$ cat src/rtl/pipe_chain.sv
// pipe_chain: a linear chain of STAGES valid/data registers with a
// combinational ready chain, per-stage flush, a registered occupancy count,
// and a saturating count of flushed items.
module pipe_chain #(
  parameter int DATA_W = 32,
  parameter int STAGES = 4,
  parameter int CNT_W  = 16,
  localparam int OCC_W = $clog2(STAGES + 1)
) (
  input  logic              clk,
  input  logic              reset,
  input  logic              in_valid,
  output logic              in_ready,
  input  logic [DATA_W-1:0] in_data,
  output logic              out_valid,
  input  logic              out_ready,
  output logic [DATA_W-1:0] out_data,
  input  logic [STAGES-1:0] flush,
  output logic [OCC_W-1:0]  occupancy,
  output logic [CNT_W-1:0]  flush_cnt
);

  // Wide enough to hold flush_cnt plus one cycle's worth of flushed items,
  // so an overflow shows up as a non-zero upper slice.
  localparam int SUM_W = CNT_W + OCC_W;
  localparam logic [CNT_W-1:0] CNT_MAX = '1;

  logic [STAGES-1:0] r_v;
  logic [DATA_W-1:0] r_d [STAGES];
  logic [OCC_W-1:0]  r_occ;
  logic [CNT_W-1:0]  r_flush_cnt;

  logic [STAGES-1:0] w_rdy;
  logic [STAGES-1:0] w_vin;
  logic [DATA_W-1:0] w_din [STAGES];
  logic [STAGES-1:0] w_v_next;
  logic [STAGES-1:0] w_kill;
  logic [OCC_W-1:0]  w_occ_next;
  logic [OCC_W-1:0]  w_kill_cnt;
  logic [SUM_W-1:0]  w_cnt_sum;
  logic [CNT_W-1:0]  w_cnt_next;

  // A stage can accept when it is empty, its item is being killed, or its
  // item can itself move on; the last stage looks at the downstream ready.
  assign w_rdy[STAGES-1] = ~r_v[STAGES-1] | flush[STAGES-1] | out_ready;

  // Only items that are actually present count as flushed.
  assign w_kill = flush & r_v;

  genvar gi;
  generate
    for (gi = 0; gi < STAGES - 1; gi++) begin : g_rdy
      assign w_rdy[gi] = ~r_v[gi] | flush[gi] | w_rdy[gi+1];
    end

    for (gi = 0; gi < STAGES; gi++) begin : g_stage
      if (gi == 0) begin : g_head
        assign w_vin[gi] = in_valid;
        assign w_din[gi] = in_data;
      end else begin : g_body
        // A flushed item in the previous stage arrives here as a bubble.
        assign w_vin[gi] = r_v[gi-1] & ~flush[gi-1];
        assign w_din[gi] = r_d[gi-1];
      end

      assign w_v_next[gi] = w_rdy[gi] ? w_vin[gi] : r_v[gi];

      // Data register: loads only when a valid item moves in, otherwise holds.
      always_ff @(posedge clk or negedge reset) begin
        if (!reset) begin
          r_d[gi] <= '0;
        end else if (w_rdy[gi] && w_vin[gi]) begin
          r_d[gi] <= w_din[gi];
        end
      end
    end
  endgenerate

  // Population count of next-cycle valid bits and of items killed this cycle.
  always_comb begin
    w_occ_next = '0;
    w_kill_cnt = '0;
    for (int k = 0; k < STAGES; k++) begin
      w_occ_next = w_occ_next + OCC_W'(w_v_next[k]);
      w_kill_cnt = w_kill_cnt + OCC_W'(w_kill[k]);
    end
  end

  // Saturating add of the flushed-item count.
  always_comb begin
    w_cnt_sum  = {{OCC_W{1'b0}}, r_flush_cnt} + SUM_W'(w_kill_cnt);
    w_cnt_next = w_cnt_sum[CNT_W-1:0];
    if (w_cnt_sum[SUM_W-1:CNT_W] != '0) begin
      w_cnt_next = CNT_MAX;
    end
  end

  // Valid bits, occupancy and flush counter state.
  always_ff @(posedge clk or negedge reset) begin
    if (!reset) begin
      r_v         <= '0;
      r_occ       <= '0;
      r_flush_cnt <= '0;
    end else begin
      r_v         <= w_v_next;
      r_occ       <= w_occ_next;
      r_flush_cnt <= w_cnt_next;
    end
  end

  assign in_ready  = w_rdy[0];
  assign out_valid = r_v[STAGES-1] & ~flush[STAGES-1];
  assign out_data  = r_d[STAGES-1];
  assign occupancy = r_occ;
  assign flush_cnt = r_flush_cnt;

endmodule

$ cat config.mk
export PLATFORM = sky130hd
export DESIGN_NAME = pipe_chain
export DESIGN_NICKNAME = d
export VERILOG_FILES = /design/src/rtl/pipe_chain.sv
export SDC_FILE = /design/constraint.sdc
export NUM_CORES = 1
export LEC_CHECK = 0
export ABC_AREA = 1
export ABC_CLOCK_PERIOD_IN_PS = 7350
export BUFFER_PORTS_ARGS = -buffer_cell sky130_fd_sc_hd__buf_2
export CAP_MARGIN = 20
export CORE_ASPECT_RATIO = 0.6
export CORE_MARGIN = 3
export CORE_UTILIZATION = 55
export DETAILED_ROUTE_END_ITERATION = 7
export PLACE_DENSITY = 0.74
export SYNTH_ARGS = -nofsm -noshare
export SYNTH_HDL_FRONTEND = slang
export SYNTH_SLANG_ARGS = --single-unit
$ cat constraint.sdc
create_clock -name clk -period 7.35 [get_ports clk]
set_clock_uncertainty 0.2 [all_clocks]
set_input_delay 1.47 -clock clk [delete_from_list [all_inputs] [get_ports clk]]
set_output_delay 1.47 -clock clk [all_outputs]
set_load 0.005 [all_outputs]
== After elaboration in Yosys (flattened, before gate mapping) ==
Index checks and enable logic that the tools add are counted.
Widths: inputs -> output; s select.

* Output and inout port bits: 53
* Register bits after elaboration: 151
* Input bits: 40

* Reductions and logical operators: 5
* Mux-type cells: 5
* $add $sub $neg: 7
* Bitwise operators: 21

{| class="wikitable"
|+ Operators by type and width
! operator !! count
|-
| $add 16x3->17 || 1
|-
| $mux 16 || 1
|-
| $not 1->1 || 8
|-
| $or 1x1->1 || 8
|-
| $add 2x1->3 || 2
|-
| $add 3x1->3 || 2
|-
| $add 1x1->2 || 2
|-
| $and 1x1->1 || 4
|-
| $and 4x4->4 || 1
|-
| $logic_and 1x1->1 || 4
|-
| $mux 1 || 4
|-
| $reduce_bool 3->1 || 1
|}

== Logic depth before layout (Yosys ltp) ==
Gate-level depths: netlist (run 1).

* Depth in word-level cells: 10
* Gate-level depth with buffers: 12
* Gate-level depth less buffers: 12

== Worst setup path before layout (run 1) ==
No wires, ideal clock.

* Path type: in2out
* Start: input port flush[3]
* End: output port in_ready
* Slack: 3.655 ns
* Path buffers: 1
* Stages on the path: 5
* Data arrival time: 2.025 ns
* Cell sequence: inv_2 nand2_2 nor2_4 nand4_4 buf_2

* Cells in the longest elaborated chain, start to end: 5

{| class="wikitable"
|+ RTL lines
! item !! RTL line !! text
|-
| start: declaration || 18 || <nowiki>input logic [STAGES-1:0] flush,</nowiki>
|-
| $or 1x1->1 (2 in a row) || 45 || <nowiki>assign w_rdy[STAGES-1] = ~r_v[STAGES-1] | flush[STAGES-1] | out_ready;</nowiki>
|-
| $or 1x1->1 (3 in a row) || 53 || <nowiki>assign w_rdy[gi] = ~r_v[gi] | flush[gi] | w_rdy[gi+1];</nowiki>
|-
| end: declaration || 13 || <nowiki>output logic in_ready,</nowiki>
|}

Every way passes these cells.

== Worst setup path after layout (run 1) ==
* Start: input port flush[0]
* End: output port in_ready

* Cells in the longest elaborated chain, start to end: 2

{| class="wikitable"
|+ RTL lines
! item !! RTL line
|-
| $or 1x1->1 (2 in a row) || 53
|}

Every way passes these cells.

==> results by group, run 1 <==
Run status
  – Status: finished clean

CTS
  – CTS Sinks: between 150 and 200
  – CTS tree: yes
  – Worst-case clock buffer depth: 2
  – Number of setup buffers added after CTS: 0
  – CTS Buf Count: 17
  – Resized Gates After CTS: 0
  – CTS clock-pin slew for the worst setup and hold paths: about 0.060 ns
  – Worst-skew pair later-pin latency: approximately 0.4 ns
  – CTS Hold Buffers Added: 0
  – H-tree depth: 4
  – Clock root cell: clkbuf_16

Setup path
  – WP buf/inv: 2
  – RR Startpoint: r_v[0]$_DFF_PN0_
  – Worst path top cell family by delay: simple AND/OR/NAND/NOR gates
  – CP dominant cell by count: buf_2
  – CP Max Fanout: 35
  – Worst Path Arrival: roughly 3.1 ns
  – Crit path capture type: primary output
  – Slowest stage cell on the critical path: nor2_4
  – Worst endpoint required time: roughly 5.7 ns
  – Worst-path cell chain: buf_2, nor2_4, nand4_4, buf_2
  – Crit. Startpoint: flush[0]
  – CP max stage delay: ~0.63 ns
  – Critical Path Start Type: input port
  – Crit Path Class: input port to primary output

Synth
  – Most common cell in the netlist: nand2_1
  – Yosys synthesis warning count: 0
  – Top FF cell, synth: dfrtp_1
  – Synthesized area per cell: approximately 9.2 um^2
  – Syn nets: 744
  – Seq cells post-synth: 151
  – Mapped Area: between 0.006 and 0.007 mm^2
  – Synth cell count leaders: 205 x nand2_1, 151 x dfrtp_1, 79 x nand3_1
  – Post-synth EDFFs: 0
  – Netlist cell types: 24
  – Sequential area share after synthesis: about three fifths
  – Area contributors post-synth: dfrtp_1 59%, nand2_1 12%, nand3_1 6.2%
  – Largest area contributor in the netlist: dfrtp_1
  – Cells after Synth: ~700
  – Asr flop ratio synth: 100%
  – Share of Yosys cell area claimed by the top area cell type: 59.1%

Floorplan
  – Core box area: between 0.01 and 0.015 mm^2
  – Initial Util: between 50% and 60%
  – Site row count: 29
  – Die Width: around 150 um
  – I/O pin cnt: between 90 and 100
  – Die Y: between 80 and 90 um
  – DIE AREA: around 0.013 mm^2

Pwr
  – Combinational Power Share: ~14%
  – Internal cell power: ~1.7 mW
  – Overall power: 2.27 mW
  – Power Dens Cells: 310 mW/mm^2
  – Worst vdd ir: roughly 190 uV
  – Leakage: ~4 nW
  – Net Sw Power: a little over 0.6 mW
  – Sw Share: a little over a quarter
  – Clock power share: between 30% and 40%
  – Reg power frac: a little under half

Placement
  – I/O Buffers: a little over 90
  – Placed Instance Area: between 0.006 and 0.007 mm^2
  – Hpwl dp: between 8000 and 9000 um
  – GP Congestion: between 0.8 and 0.9
  – Setup WS pre-CTS: 2.36 ns

STA
  – RSZ-0062 raised after global routing: false
  – TNS Setup: 0 ns
  – Final Hold Viols: 0
  – Fmax: 209 MHz
  – Final Max Tran Viols: 0
  – Max-slew headroom: between 40% and 50%
  – Period minus WS final: 4.78 ns
  – Tcrit/Tclk final: around 65%
  – # setup viols final: 0
  – PnR worst setup slack: about 2.6 ns
  – Least-Margin Pin Slew: 0.798 ns

Route
  – Drt first-iter violations: 340
  – DRC viols: 0
  – Routed vias/inst: between 5 and 6
  – WL per Instance: ~15 um
  – Final wirelength: 13700 um
  – 1st-pass router iterations: 5
  – Via count: 4697
  – Final ANT Viol Nets: 0

Global route
  – Initial antenna violation count: 0
  – Met3 global-route usage: under 10%
  – First-pass GRT wire length: ~23000 um
  – GR Util met1: a little under a third
  – GR Util All Layers: ~22%
  – Largest net degree at the start of global routing: 90
  – Vias in the first global route: 4518
  – GRT overflow: 0
  – Met2 Resource Use GR: between 30% and 40%
  – GR peak layer: met2

Final layout
  – N_diodes: 0
  – Layout cells sized above 1: between 10% and 20%
  – NumNets Final: 794
  – Area grow syn2layout: 14.5%
  – Final instance area: roughly 0.0073 mm^2

Flow run
  – Max cap viols: 0

Hold path
  – Worst min path class: flop to flop
  – Hold path startpoint: r_d[90]$_DFFE_PN0P_
power by group through the flow:
stage	logic (mW)	registers, mW	clock network, mW
floorplan	0.249	1.05	0
global placement	0.307	1.06	0
detailed placement	0.320	1.07	0
CTS	0.324	1.05	0.913
global route	0.372	1.07	0.955
finish	0.323	1.05	0.898
area by class of cell:
type / count / area [um^2]
timing repair buffer: 96 / 542
fill: 868 / 3630
clock buffer: 19 / 443
clock inverter: 13 / 171
sequential: 151 / 3780
inverter: 55 / 206
tap: 155 / 194
multi-input combinational: 426 / 1990
kinds of logic (layout without fill, tap and decap cells):
logic type	after synthesis	after routing	share of synthesized area (%)
xor gates and xnor gates	5	5	0.685
adders and majority gates	7	7	1.84
buffers and inverters	120	183	9.84
and+or+nand+nor	343	343	23.0
DFF	151	151	59.1
AOI/OAI and AO/OA	71	71	5.56
worst paths after layout:
| kind | end | slack [ns] | cells after the start |
|---|---|---|---|
| setup / recovery | in_ready | 2.57 | 4 |
| hold / removal | r_d[90]$_DFFE_PN0P_ | 0.27 | 2 |
| setup reg to reg | occupancy[1]$_DFF_PN0_ | 3.54 | 8 |
| hold reg to reg | r_d[90]$_DFFE_PN0P_ | 0.27 | 2 |
| max in group asynchronous | r_d[67]$_DFFE_PN0P_ | 4.96 | 3 |
| min in group asynchronous | flush_cnt[7]$_DFF_PN0_ | 0.82 | 1 |
flip-flops by register name (all words and copies together) (netlist names):
signal	flops
flush_cnt	16
occupancy	3
out_data	32
r_d	96
r_v	4
routing by layer:
metal	part of all wire, %	vias to the layer above
li1	-	2285
met1	47	2241
met2	45	151
met3	5.7	20
met4	1.7	0
met5	0	-
worst reg2reg max path, delay by kind of cell, from the launching register on:
family / cells / cell delay [ns]
flip-flops: 1 / 0.36
adder cells (fa/ha/maj): 3 / 1.01
buffers and inverters: 1 / 0.06
AND/OR/NAND/NOR: 4 / 2.07
placed cells by master (no fill, tap or decap), types with 2 or more instances in the layout:
cell type	count
nand2_1	204
dfrtp_1	151
buf_2	91
nand3_1	79
inv_1	51
nor2_1	41
o21ai_1	36
a21oi_1	33
clkbuf_16	17
nand2_2	5
xor2_1	5
inv_2	4
nand4_1	4
fa_1	4
clkinvlp_4	4
nor2_4	3
nor2_2	3
ha_1	3
bufinv_16	3
o21ai_0	2
inv_6	2
clkinv_4	2
buf_12	2
per-stage QoR:
| step | cells | utilization, % | hold slack, ns |
|---|---|---|---|
| after detailed placement | 880 | 60.6 | 0.259 |
| after floorplan | 697 | - | 0.243 |
| after global routing | 915 | 66.8 | 0.296 |
| after CTS | 912 | 66.2 | 0.276 |
| after global placement | 880 | 60.6 | 0.257 |
| final | 915 | 66.8 | 0.273 |
Power figures use the tool's default switching activity.
==> run 2: changes to the inputs <==
--- a/config.mk
+++ b/config.mk
@@ -6,14 +6,14 @@
 export NUM_CORES = 1
 export LEC_CHECK = 0
 export ABC_AREA = 1
-export ABC_CLOCK_PERIOD_IN_PS = 7350
+export ABC_CLOCK_PERIOD_IN_PS = 4300
 export BUFFER_PORTS_ARGS = -buffer_cell sky130_fd_sc_hd__buf_2
 export CAP_MARGIN = 20
 export CORE_ASPECT_RATIO = 0.6
 export CORE_MARGIN = 3
-export CORE_UTILIZATION = 55
+export CORE_UTILIZATION = 51
 export DETAILED_ROUTE_END_ITERATION = 7
-export PLACE_DENSITY = 0.74
+export PLACE_DENSITY = 0.72
 export SYNTH_ARGS = -nofsm -noshare
 export SYNTH_HDL_FRONTEND = slang
 export SYNTH_SLANG_ARGS = --single-unit
==> constraint.sdc (replaced) <==
create_clock -name clk -period 4.3 [get_ports clk]
set_clock_uncertainty 0.2 [all_clocks]
set_input_delay 0.86 -clock clk [delete_from_list [all_inputs] [get_ports clk]]
set_output_delay 0.86 -clock clk [all_outputs]
set_load 0.005 [all_outputs]
==> results by group, run 2 (same netlist as run 1, synthesis figures left out) <==
Final layout
  – Commonest non-fill, non-tap cells in the layout: 204 x nand2_1, 151 x dfrtp_1, 91 x buf_2, 79 x nand3_1, 51 x inv_1
  – Layout Utilization: 62.4% (-4.5 points)
  – NumNets Final: 801 (+0.88%)
  – Biggest register: r_d
  – Commonest non-fill, non-tap cell in the layout: nand2_1
  – Number of flip-flops in the largest register: 96 (unchanged)
  – Area grow syn2layout: 14.6% (about the same)
  – Final non-filler cell total: 927 (+1.3%)
  – Fill cells: 987 (+14%)
  – N_diodes: 0 (unchanged)
  – Layout cells sized above 1: 19.9% (+0.87 points)

Setup path
  – CP dominant cell by count: fa_1
  – RR Startpoint: r_v[0]$_DFF_PN0_
  – WP buf/inv: 2 (unchanged)
  – Worst Path Arrival: 3.25 ns (+0.14 ns)
  – Worst path top cell family by delay: adder cells
  – Worst endpoint required time: 4.44 ns (-1.24 ns)
  – CP max stage delay: 0.48 ns (-0.15 ns)
  – Critical Path Start Type: input port
  – Crit Path Class: input port to flop
  – Slowest stage cell on the critical path: fa_1
  – Crit path capture type: flop
  – Worst-path cell chain: buf_2, nand2_1, fa_1, fa_1, inv_1, fa_1, nand2_1, nor2_2, nand4_2, nand3_1
  – Crit. Startpoint: flush[0]
  – CP Max Fanout: 15 (-57%)

Placement
  – I/O Buffers: 92 (unchanged)
  – Cells after DPL: 894 (+1.6%)
  – Hpwl dp: 8810 um (-1.3%)
  – GP Congestion: 0.837 (-2.8%)

Global route
  – GRT overflow: 0 (unchanged)
  – GR Util All Layers: 20.7% (-1.5 points)
  – First-pass GRT wire length: 22800 um (+1.0%)
  – Vias in the first global route: 4605 (+1.9%)
  – Largest net degree at the start of global routing: 121 (+34%)
  – Initial antenna violation count: 0 (unchanged)

STA
  – Least-Margin Pin Slew: 0.714 ns (-0.0842 ns)
  – Final Max Tran Viols: 0 (unchanged)
  – Fmax: approximately 320 MHz
  – Period minus WS final: between 3 and 4 ns
  – RSZ-0062 raised after global routing: false
  – # setup viols final: 0 (unchanged)
  – Max-slew headroom: 52.2% (+5.6 points)
  – TNS Setup: 0 ns (unchanged)
  – Final Hold Viols: 0 (unchanged)
  – Tcrit/Tclk final: between 70 and 80%

CTS
  – H-tree depth: 4 (unchanged)
  – Worst-case clock buffer depth: 2 (unchanged)
  – CTS tree: yes
  – Resized Gates After CTS: 0 (unchanged)
  – Clock root cell: clkbuf_16
  – CTS Hold Buffers Added: 0 (unchanged)
  – CTS clock-pin slew for the worst setup and hold paths: 0.06 ns (about the same)
  – CTS Buf Count: 17 (unchanged)
  – CTS Sinks: 151 (unchanged)
  – Number of setup buffers added after CTS: 0 (unchanged)
  – Worst-skew pair later-pin latency: 0.42 ns (about the same)

Floorplan
  – Initial Util: 54.4% (-3.9 points)
  – DIE AREA: 0.0140 mm^2 (+7.4%)
  – I/O pin cnt: 93 (unchanged)
  – Core box area: 0.0117 mm^2 (+7.2%)
  – Site row count: 30 (+3.4%)
  – Die Y: 92.7 um (+3.6%)
  – Die Width: 151 um (+3.7%)

Route
  – Routed vias/inst: 5.02 (-2.2%)
  – 1st-pass router iterations: 5 (unchanged)
  – WL per Instance: 14.3 um (-4.0%)
  – Final wirelength: 13300 um (-2.7%)
  – Drt first-iter violations: 271 (-20%)
  – Via count: 4653 (-0.94%)
  – Final ANT Viol Nets: 0 (unchanged)
  – DRC viols: 0 (unchanged)

Run status
  – Status: finished clean

Flow run
  – Max cap viols: 0 (unchanged)

Pwr
  – Worst vdd ir: 318 uV (+66%)
  – Power Dens Cells: 518 mW/mm^2 (+67%)
  – Leakage: 3.98 nW (+0.33%)

Hold path
  – Worst min path class: input port to asynchronous set/reset pin
## run 2: changes by cell type in the layout (fill, tap and decap cells not counted), moves of 2 or more
cell	change
bufinv_16	-2
clkinvlp_4	-2
buf_4	+9
buf_12	-2
clkinv_4	+3
## run 2: power breakdown
part / switching, mW / internal (mW)
combinational: 0.308 / 0.233
sequential: 0.138 / 1.67
clock: 0.619 / 0.827
total: 1.07 / 2.73
## run 2: per-stage QoR
stage	area, um^2	power, mW	hold slack (ns)	setup WS, ns
3_5_place_dp	6720	2.38	0.259	0.779
4_1_cts	7300	3.83	0.276	1.20
5_1_grt	7330	4.01	0.179	1.04
6_report	7330	3.79	0.155	1.19
3_3_place_gp	6720	2.35	0.255	0.843
2_1_floorplan	6390	2.22	0.243	1.28
## run 2: final timing paths
kind	to	slack (ns)	depth (start not counted)
setup / recovery	flush_cnt[15]$_DFF_PN0_	1.19	10
hold / removal	r_v[2]$_DFF_PN0_	0.15	1
setup reg to reg	flush_cnt[15]$_DFF_PN0_	1.40	9
hold reg to reg	r_d[115]$_DFFE_PN0P_	0.27	2
max in group asynchronous	out_data[30]$_DFFE_PN0P_	2.72	3
min in group clk	r_d[115]$_DFFE_PN0P_	0.27	2
## run 2: final cells by class
cell class | instances | area [um^2] | share of cell area (%)
clock buffers | 18 | 439 | 5.99
inverters | 55 | 206 | 2.82
multi-input cells | 426 | 1990 | 27.2
repair buffers | 103 | 569 | 7.77
flip-flops and latches | 151 | 3780 | 51.6
well taps | 160 | 200 | 2.73
clock inverters | 14 | 143 | 1.95
## run 2: worst reg2reg max path, cell delays in order, from the launching register on
cell and delay, ns:
dfrtp_1 0.37, nand2_1 0.08, fa_1 0.48, fa_1 0.43
inv_1 0.09, fa_1 0.20, nand2_1 0.09, nor2_2 0.22
nand4_2 0.41, nand3_1 0.24
## run 2: metal layers
layer	part of all wire (%)	track usage, %
met1	48	29.5
met2	45	31.3
met3	5.1	4.89
met4	1.4	7.23
met5	0	0
==> run 3: changes to the inputs <==
--- a/config.mk
+++ b/config.mk
@@ -5,8 +5,8 @@
 export SDC_FILE = /design/constraint.sdc
 export NUM_CORES = 1
 export LEC_CHECK = 0
-export ABC_AREA = 1
-export ABC_CLOCK_PERIOD_IN_PS = 4300
+export ABC_AREA = 0
+export ABC_CLOCK_PERIOD_IN_PS = 2500
 export BUFFER_PORTS_ARGS = -buffer_cell sky130_fd_sc_hd__buf_2
 export CAP_MARGIN = 20
 export CORE_ASPECT_RATIO = 0.6
==> constraint.sdc (replaced) <==
create_clock -name clk -period 2.5 [get_ports clk]
set_clock_uncertainty 0.2 [all_clocks]
set_input_delay 0.5 -clock clk [delete_from_list [all_inputs] [get_ports clk]]
set_output_delay 0.5 -clock clk [all_outputs]
set_load 0.005 [all_outputs]
==> results by group, run 3 <==
Pwr
  – Worst vdd ir: 455 uV (+43%)
  – Net Sw Power: 1.89 mW (+78%)
  – Leakage: 3.67 nW (-7.8%)
  – Combinational Power Share: 18.0% (+3.7 points)
  – Reg power frac: 46.0% (-1.6 points)
  – Sw Share: 25.2% (-2.9 points)
  – Clock power share: 36.0% (-2.1 points)
  – Internal cell power: 5.62 mW (+110%)
  – Power Dens Cells: 970 mW/mm^2 (+87%)

Synth
  – Synth cell count leaders: 151 x dfrtp_1, 101 x mux2_2, 32 x buf_4
  – Syn nets: 460 (-38%)
  – Largest area contributor in the netlist: dfrtp_1
  – Seq cells post-synth: 151 (unchanged)
  – Synthesized area per cell: 15.2 um^2 (+66%)
  – Netlist cell types: 34 (+42%)
  – Mapped Area: 0.00628 mm^2 (-1.8%)
  – Post-synth EDFFs: 0 (unchanged)
  – Asr flop ratio synth: 100% (unchanged)
  – Cells after Synth: 413 (-41%)
  – Top FF cell, synth: dfrtp_1
  – Share of Yosys cell area claimed by the top area cell type: 60.2% (+1.1 points)
  – Area contributors post-synth: dfrtp_1 60%, mux2_2 18%, mux2_4 7.2%
  – Yosys synthesis warning count: 0 (unchanged)
  – Most common cell in the netlist: dfrtp_1
  – Sequential area share after synthesis: 60.2% (+1.1 points)

Placement
  – I/O Buffers: 92 (unchanged)
  – GP Congestion: 0.849 (+1.4%)
  – Hpwl dp: 7810 um (-11%)

Run status
  – Failing checks: setup timing
  – Status: complete, but fails checks

Global route
  – First-pass GRT wire length: 19700 um (-14%)
  – GRT overflow: 0 (unchanged)
  – Largest net degree at the start of global routing: 50 (-59%)
  – Vias in the first global route: 3651 (-21%)
  – GR Util All Layers: 18.7% (-2.0 points)
  – Initial antenna violation count: 1 (+1)

Floorplan
  – Die Y: 92.0 um (-0.84%)
  – DIE AREA: 0.0137 mm^2 (-1.7%)
  – Site row count: 30 (unchanged)
  – Core box area: 0.0116 mm^2 (-0.96%)
  – Initial Util: 54.0% (-0.46 points)
  – I/O pin cnt: 93 (unchanged)
  – Die Width: 149 um (-0.87%)

CTS
  – Worst-case clock buffer depth: 2 (unchanged)
  – CTS Buf Count: 17 (unchanged)
  – H-tree depth: 4 (unchanged)
  – CTS clock-pin slew for the worst setup and hold paths: 0.06 ns (about the same)
  – CTS Sinks: 151 (unchanged)
  – Worst-skew pair later-pin latency: 0.41 ns (about the same)
  – Clock root cell: clkbuf_16
  – CTS tree: yes

STA
  – TNS Setup: -3.02 ns (-3.02 ns)
  – Max-slew headroom: 26.6% (-26 points)
  – PnR worst setup slack: -0.221 ns (-1.41 ns)
  – Worst Hold Slack: 0.114 ns (-0.0405 ns)
  – Period minus WS final: 2.72 ns
  – Fmax: 368 MHz
  – Tcrit/Tclk final: 109%
  – Final Hold Viols: 0 (unchanged)
  – Least-Margin Pin Slew: 1.10 ns (+0.385 ns)
  – RSZ-0062 raised after global routing: true
  – # setup viols final: 18 (+18)
  – Final Max Tran Viols: 0 (unchanged)

Setup path
  – CP Max Fanout: 6 (-9)
  – CP dominant cell by count: fa_2
  – Worst-path cell chain: nand2_4, fa_1, fa_2, inv_2, fa_2, buf_6, nand4_1, buf_4, or3_4, nand3_2
  – Crit. Startpoint: r_v[2]$_DFF_PN0_
  – Slowest stage cell on the critical path: fa_1
  – Worst endpoint required time: 2.65 ns (-1.79 ns)
  – Worst Path Arrival: 2.88 ns (-0.37 ns)
  – Crit Path Class: flop to flop
  – CP max stage delay: 0.48 ns (about the same)
  – Crit path capture type: flop
  – Critical Path Start Type: flop
  – RR Startpoint: r_v[2]$_DFF_PN0_

Route
  – DRC viols: 0 (unchanged)
  – Final wirelength: 12300 um (-7.7%)
  – Drt first-iter violations: 143 (-47%)
  – Top sig layer: met5
  – Via count: 3498 (-25%)
  – Final ANT Viol Nets: 0 (unchanged)
  – Routed wl met3: 576 um (-15%)
  – 1st-pass router iterations: 4 (-1)
  – DRT met1 WL: 6040 um (-5.6%)
  – WL met2: 5460 um (-9.5%)
  – WL per Instance: 17.9 um (+24%)
  – Routed vias/inst: 5.09 (+1.4%)

Final layout
  – Layout cells sized above 1: 60.0% (+40 points)
  – Number of flip-flops in the largest register: 96 (unchanged)
  – Biggest register: r_d
  – N_diodes: 0 (unchanged)
  – Layout Utilization: 66.5% (+4.2 points)
  – Commonest non-fill, non-tap cells in the layout: 151 x dfrtp_1, 99 x mux2_2, 90 x buf_2, 32 x mux2_4, 25 x buf_4
  – Commonest non-fill, non-tap cell in the layout: dfrtp_1
  – Area grow syn2layout: 23.3%
  – NumNets Final: 561 (-30%)

Hold path
  – Hold path startpoint: in_data[12]
  – Worst min path class: input port to flop

Flow run
  – Max cap viols: 0 (unchanged)
-- run 3: cell count changes in the layout (fill, tap and decap cells not counted), moves of 7 or more --
cell	before	now
nand2_1	204	13
mux2_2	0	99
nand3_1	79	2
inv_1	51	2
nor2_1	41	2
o21ai_1	36	2
a21oi_1	33	1
mux2_4	0	32
buf_4	10	25
buf_12	0	7
-- run 3: kinds of logic after synthesis --
logic type               synth area share [%]
flip-flops                               60.2
adder cells (fa/ha/maj)                  1.87
XOR/XNOR                                0.837
AND/OR/NAND/NOR                          4.80
AO/OA/AOI/OAI                            1.12
multiplexers                             25.5
buffers and inverters                    5.74
-- run 3: layout make-up --
type	count	area, um^2
Clock inverter	9	138
Clock buffer	23	498
Multi-Input combinational cell	212	2270
Timing Repair Buffer	128	845
Inverter	4	15.0
Sequential cell	151	3780
Fill cell	817	3890
Tap cell	160	200
-- run 3: timing repair --
action                     CTS  global route
setup buffers                6             4
gates resized for setup      9             9
pin swaps                    4             3
hold endpoints to repair    46             0
cloned                       0             1
setup endpoints to repair   20            19
hold buffers                 1             0
-- run 3: power by group through the flow --
stage	Combinational [mW]	Clock [mW]	Sequential, mW
floorplan	1.09	0	3.35
global placement	1.26	0	3.45
detailed placement	1.30	0	3.48
CTS	1.34	2.76	3.46
global route	1.49	2.88	3.54
finish	1.35	2.70	3.46
-- run 3: per-layer routing --
layer,GRT usage [%],vias up
met1,27.5,1786
met4,7.01,2
li1,-,1612
met5,0,-
met2,26.9,81
met3,4.94,17
-- run 3: final timing paths --
kind,slack [ns],endpoint,depth (start not counted)
max,-0.22,flush_cnt[13]$_DFF_PN0_,10
min,0.11,r_d[108]$_DFFE_PN0P_,2
max in group asynchronous,1.07,r_v[3]$_DFF_PN0_,3
min in group asynchronous,0.39,flush_cnt[12]$_DFF_PN0_,2
max reg2reg,-0.22,flush_cnt[13]$_DFF_PN0_,10
min reg2reg,0.30,r_d[36]$_DFFE_PN0P_,1
-- run 3: critical path, delay by kind of cell, from the launching register on --
| kind | cells | cell delay, ns |
|---|---|---|
| fa+ha+maj | 3 | 1.06 |
| buf+inv | 3 | 0.33 |
| flops | 1 | 0.39 |
| simple gates | 4 | 0.68 |
-- run 3: stage by stage --
step / cells / power, mW / cell area, um^2 / setup WS (ns)
floorplan: 413 / 4.44 / 6330 / -0.287
global placement: 642 / 4.71 / 6920 / -0.411
detailed placement: 642 / 4.79 / 6920 / -0.432
CTS: 681 / 7.55 / 7650 / -0.154
global route: 687 / 7.90 / 7740 / -0.303
finish: 687 / 7.51 / 7740 / -0.221
